===== src/rtl/sync_fifo_mc.sv =====
// sync_fifo_mc: single-clock multi-channel FIFO. NUM_CH independent FIFOs of
// DEPTH entries share one storage array, one write port and one read port.
//
// Ports:
//   clk          - clock, rising edge
//   hwrst        - asynchronous active-low hard reset
//   sw_rst       - synchronous soft reset (pointers, flags, errors, rvalid)
//   wr_en/wr_ch/wdata  - write request, channel, data
//   rd_en/rd_ch        - read request, channel
//   rdata/rvalid       - read data, qualified by one-cycle rvalid pulse
//   full/empty/almost_full/almost_empty - per-channel registered flags
//   wr_overflow/rd_underflow            - per-channel error bits
//   err_clr      - synchronous clear of all error bits
//
// Optional feature: define SYNC_FIFO_MC_RD_PIPE_EN to add an output register
// stage after the storage read (read latency 2 instead of 1).
module sync_fifo_mc #(
  parameter int unsigned  DATA_WIDTH   = 32,
  parameter int unsigned  DEPTH        = 16,
  parameter int unsigned  NUM_CH       = 4,
  parameter int unsigned  AF_LEVEL     = DEPTH - 2,
  parameter int unsigned  AE_LEVEL     = 2,
  parameter bit           STICKY_ERROR = 1'b1,
  localparam int unsigned AW           = $clog2(DEPTH),
  localparam int unsigned CW           = (NUM_CH > 1) ? $clog2(NUM_CH) : 1
) (
  input  logic                  clk,
  input  logic                  hwrst,
  input  logic                  sw_rst,
  input  logic                  wr_en,
  input  logic [CW-1:0]         wr_ch,
  input  logic [DATA_WIDTH-1:0] wdata,
  input  logic                  rd_en,
  input  logic [CW-1:0]         rd_ch,
  output logic [DATA_WIDTH-1:0] rdata,
  output logic                  rvalid,
  output logic [NUM_CH-1:0]     full,
  output logic [NUM_CH-1:0]     empty,
  output logic [NUM_CH-1:0]     almost_full,
  output logic [NUM_CH-1:0]     almost_empty,
  output logic [NUM_CH-1:0]     wr_overflow,
  output logic [NUM_CH-1:0]     rd_underflow,
  input  logic                  err_clr
);

  localparam int unsigned MemDepth = (2 ** CW) * DEPTH;

  typedef logic [AW:0] ptr_t;
  localparam ptr_t AfLevel = ptr_t'(AF_LEVEL);
  localparam ptr_t AeLevel = ptr_t'(AE_LEVEL);

  logic [DATA_WIDTH-1:0] mem [MemDepth];

  ptr_t wptr_q [NUM_CH];
  ptr_t wptr_d [NUM_CH];
  ptr_t rptr_q [NUM_CH];
  ptr_t rptr_d [NUM_CH];
  ptr_t level  [NUM_CH];

  logic [NUM_CH-1:0] full_q, full_d, empty_q, empty_d;
  logic [NUM_CH-1:0] afull_q, afull_d, aempty_q, aempty_d;
  logic [NUM_CH-1:0] ovf_q, ovf_d, udf_q, udf_d, ovf_new, udf_new;

  logic                  wr_ch_ok, rd_ch_ok;
  logic                  wr_go, rd_go;
  logic [CW+AW-1:0]      waddr, raddr;
  logic [DATA_WIDTH-1:0] rdata_q;
  logic                  rvalid_q;

  // Channel numbers beyond NUM_CH are ignored when NUM_CH is not a power of two.
  if (NUM_CH == (2 ** CW)) begin : g_ch_all
    assign wr_ch_ok = 1'b1;
    assign rd_ch_ok = 1'b1;
  end else begin : g_ch_chk
    assign wr_ch_ok = 32'(wr_ch) < NUM_CH;
    assign rd_ch_ok = 32'(rd_ch) < NUM_CH;
  end

  // Decisions use start-of-cycle flags, so a same-cycle write never feeds a read.
  assign wr_go = wr_en && wr_ch_ok && !full_q[wr_ch] && !sw_rst;
  assign rd_go = rd_en && rd_ch_ok && !empty_q[rd_ch] && !sw_rst;
  assign waddr = {wr_ch, wptr_q[wr_ch][AW-1:0]};
  assign raddr = {rd_ch, rptr_q[rd_ch][AW-1:0]};

  always_comb begin
    ovf_new = '0;
    udf_new = '0;
    if (wr_en && wr_ch_ok && full_q[wr_ch] && !sw_rst) ovf_new[wr_ch] = 1'b1;
    if (rd_en && rd_ch_ok && empty_q[rd_ch] && !sw_rst) udf_new[rd_ch] = 1'b1;

    for (int unsigned c = 0; c < NUM_CH; c++) begin
      wptr_d[c] = wptr_q[c];
      rptr_d[c] = rptr_q[c];
      if (sw_rst) begin
        wptr_d[c] = '0;
        rptr_d[c] = '0;
      end else begin
        if (wr_go && (wr_ch == CW'(c))) wptr_d[c] = wptr_q[c] + ptr_t'(1);
        if (rd_go && (rd_ch == CW'(c))) rptr_d[c] = rptr_q[c] + ptr_t'(1);
      end
      // Flags are registered from the next pointers so they are valid right after the edge.
      level[c]    = wptr_d[c] - rptr_d[c];
      empty_d[c]  = (wptr_d[c] == rptr_d[c]);
      full_d[c]   = (wptr_d[c][AW] != rptr_d[c][AW]) &&
                    (wptr_d[c][AW-1:0] == rptr_d[c][AW-1:0]);
      afull_d[c]  = (level[c] >= AfLevel);
      aempty_d[c] = (level[c] <= AeLevel);
    end

    // A new error in the same cycle as err_clr survives the clear.
    if (STICKY_ERROR) begin
      ovf_d = (err_clr ? '0 : ovf_q) | ovf_new;
      udf_d = (err_clr ? '0 : udf_q) | udf_new;
    end else begin
      ovf_d = ovf_new;
      udf_d = udf_new;
    end
    if (sw_rst) begin
      ovf_d = '0;
      udf_d = '0;
    end
  end

  always_ff @(posedge clk or negedge hwrst) begin
    if (!hwrst) begin
      for (int unsigned c = 0; c < NUM_CH; c++) begin
        wptr_q[c] <= '0;
        rptr_q[c] <= '0;
      end
      full_q   <= '0;
      empty_q  <= '1;
      afull_q  <= '0;
      aempty_q <= '1;
      ovf_q    <= '0;
      udf_q    <= '0;
      rdata_q  <= '0;
      rvalid_q <= 1'b0;
    end else begin
      for (int unsigned c = 0; c < NUM_CH; c++) begin
        wptr_q[c] <= wptr_d[c];
        rptr_q[c] <= rptr_d[c];
      end
      full_q   <= full_d;
      empty_q  <= empty_d;
      afull_q  <= afull_d;
      aempty_q <= aempty_d;
      ovf_q    <= ovf_d;
      udf_q    <= udf_d;
      rvalid_q <= rd_go;
      if (rd_go) rdata_q <= mem[raddr];
    end
  end

  // Storage is not reset; empty gating keeps stale entries from being read.
  always_ff @(posedge clk) begin
    if (wr_go) mem[waddr] <= wdata;
  end

`ifdef SYNC_FIFO_MC_RD_PIPE_EN
  logic [DATA_WIDTH-1:0] rdata_p_q;
  logic                  rvalid_p_q;

  always_ff @(posedge clk or negedge hwrst) begin
    if (!hwrst) begin
      rdata_p_q  <= '0;
      rvalid_p_q <= 1'b0;
    end else begin
      rvalid_p_q <= rvalid_q && !sw_rst;
      if (rvalid_q && !sw_rst) rdata_p_q <= rdata_q;
    end
  end

  assign rdata  = rdata_p_q;
  assign rvalid = rvalid_p_q;
`else
  assign rdata  = rdata_q;
  assign rvalid = rvalid_q;
`endif

  assign full         = full_q;
  assign empty        = empty_q;
  assign almost_full  = afull_q;
  assign almost_empty = aempty_q;
  assign wr_overflow  = ovf_q;
  assign rd_underflow = udf_q;

endmodule

===== config.mk =====
export PLATFORM = sky130hd
export DESIGN_NAME = sync_fifo_mc
export DESIGN_NICKNAME = d
export VERILOG_FILES = /design/src/rtl/sync_fifo_mc.sv
export SDC_FILE = /design/constraint.sdc
export NUM_CORES = 2
export LEC_CHECK = 0
export ABC_AREA = 1
export CAP_MARGIN = 20
export CORE_AREA = 2 2 620 622
export CTS_CLUSTER_DIAMETER = 80
export DETAILED_ROUTE_END_ITERATION = 7
export DIE_AREA = 0 0 622 624
export SLEW_MARGIN = 20
export SYNTH_ARGS = -nofsm -noshare
export SYNTH_HDL_FRONTEND = slang
export SYNTH_SLANG_ARGS = --single-unit

===== constraint.sdc =====
create_clock -name clk -period 4.3 [get_ports clk]
set_input_delay 0.86 -clock clk [delete_from_list [all_inputs] [get_ports clk]]
set_output_delay 0.86 -clock clk [all_outputs]
set_load 0.005 [all_outputs]

==> results.toml <==
[setup_path]
worst-path-max-fanout = 56
crit_top_cell = "nand2_1"
reg2reg_slack_ns = 1.10
crit_chain = "clkdlybuf4s50_1 -> buf_4 -> inv_4 -> nand2_1 -> nand2_1 -> nand2_8 -> nand2_8 -> buf_12 -> buf_4 -> nand2_1 -> nand3_1 -> nand3_1 -> nand3_1 -> nand2_1 -> nand2_1 -> nand3_1 -> nor2_1 -> nor2_1"
crit_path_start_kind = "primary input"
required_ns = 5.06
worst_ep_arrival_time_ns = 4.24
critPathCaptureType = "flop"
cpPeakStageDelay_ns = 0.40
path_class = "primary input to flop"
cp_slowest_cell = "clkdlybuf4s50_1"

[placement]
place_hpwl_mm = 177
postPlaceCellArea_um2 = 106000
place.port_buffers = 98
pre_cts_ws_ns = -0.0132
gp_congestion = 0.819

[sta]
min_period_ns = 3.48
rsz0062_at_grt = "no"
tns_ns = 0
slew_headroom_pct = 26.1
finalClockSkew_ns = 0.0858
period_share_pct = 80.8
tightest_slew_ns = 1.11
fin_ws_ns = 0.824
setup_viol = 0
final_hold_viol_count = 0
timing.final.max_slew_violations = 0
fmax_mhz = 288

[routing]
drt-initial-drc-count = 6837
wl_mm = 297
drc_errors = 0
ant_nets = 0
first_pass_iters = 6
vias_per_cell = 4.65
num_vias = 65600
post_drt_wl_per_cell_um = 21.0

[global_route]
grt_usage_pct = 14.8
grt_use_met2_pct = 24.5
overflow = 0
antenna_found_initial = 26
grt_use_met1_pct = 19.8
grt_max_degree = 98
grt_pass1_vias = 61600
busiest_layer = "met2"
grt_util_met3_pct = 2.12
grt_pass1_wl_mm = 430

[cts]
cts_setup_buffers = 0
cts_hold_repair.buffers = 0
path_clk_slew_ns = 0.06
cts_root_buffer = "clkbuf_16"
clk_path_buf_depth = 3
htreeDepth = 4
cts_resized = 0
cts_tree = "built"
cts.sinks = 2145
cts_inserted_buffers = 221
insertion_delay_ns = 0.89

[yosys]
syn_avg_cell_area_um2 = 10.9
synth_area_leaders = "edfxtp_1, nand3_1, nand2_1"
ys.flop_type = "edfxtp_1"
yosysTopAreaCellShare_pct = 64.8
ys_ff_latch = 2145
netlist_instances = 8670
synth-edff-count = 2048
synth_largest_area_cell = "edfxtp_1"
synth_nets = 8740
synth.cell_area_um2 = 94900
ys_types = 43
yosysSeqAreaShare_pct = 67.4
synth_warnings = 0
synthArstFlopShare_pct = 4.52

[die]
die_x_um = 622
placement_rows = 227
die_area_um2 = 388000
initial_utilization_pct = 24.9
core_um2 = 381000
die_h_um = 624
ioPinCount = 99

[power]
ir_drop_mv = 0.374
p_leak_nw = 42.7
power.density_nw_per_um2 = 407

[finish]
design_area_um2 = 113000
final_cell_mix = "edfxtp_1, nand3_1, nand2_1, inv_1, nand3b_1"
area_growth_pct = 18.8
final_layout_size_suffix_gt1_share_pct = 10.0
layout_commonest_cell = "edfxtp_1"
nets = 8952

[status]
status = "complete, no violations"

[hold_path]
min_path_type = "primary input to async pin"

[flow_run]
cap_violations = 0
==> path summary, 6_finish.rpt <==
path,start,end,cells past startpoint
max,rd_ch[0],rdata[26],18
min in group clk,wdata[0],mem[0][0],1
max reg2reg,rptr_q[0],rdata[26],15
max in group asynchronous,hwrst,almost_empty[1],2
min,hwrst,full[0],1
min reg2reg,rd_underflow[0],rd_underflow[0],2
==> Yosys cell counts, drive strengths merged (19+ instances only) <==
master and instances:
or2 97, ha 24, buf 387, edfxtp 2048
dfrtp 89, nand3 1795, clkbuf 144, nor2 198
nand3b 680, o211ai 64, inv 1303, nand2 1693
o21ai 19, a21oi 69
==> state kept, by name, summed over array words and instances (netlist names) <==
register	flops
almost_empty	4
wr_overflow	4
rdata	32
empty	4
rvalid	1
mem	2048
almost_full	4
full	4
rd_underflow	4
wptr_q	20
rptr_q	20
==> area by class of cell <==
class,instances,area [µm²]
fill,38600,268000
antenna,12,30.0
tap,5038,6300
multi-input combinational,4690,24100
timing repair buffer,520,6500
clock buffer,298,5970
sequential,2145,63900
inverter,1304,4920
clock inverter,107,992
==> through the flow <==
step,util (%),hold slack (ns),instances,power (W)
after global routing,29.6,0.0740,14100,0.0472
after CTS,29.6,0.00390,14100,0.0461
after detailed placement,27.7,0.529,13700,0.0277
final,29.6,0.0492,14100,0.0459
after global placement,27.7,0.530,13700,0.0277
after floorplan,-,0.531,8670,0.0254
==> routing by layer <==
| layer | vias up | wire, µm |
|---|---|---|
| li1 | 29800 | - |
| met1 | 32500 | 123000 |
| met2 | 2812 | 141000 |
| met3 | 477 | 23400 |
| met4 | 4 | 9840 |
| met5 | - | 20 |
==> cells by family after synthesis <==
group,count (synthesis),share of synthesized area [%]
AND/OR/NAND/NOR,4483,23.2
flip-flops,2145,67.4
buffers and inverters,1835,7.81
AO/OA/AOI/OAI,163,1.10
adder cells (fa/ha/maj),28,0.401
XOR/XNOR,16,0.148
==> critical path: cells and delay by family <==
family	cells	cell delay (ns)
simple gates	13	2.01
buf+inv	5	1.30
==> where the power goes <==
part / internal (W) / switching [W] / total [W]
Combinational: 0.00130 / 0.00270 / 0.00400
Sequential: 0.0230 / 0.000219 / 0.0233
Clock: 0.0104 / 0.00822 / 0.0187
Note: power is estimated with default switching activity, not from simulation.
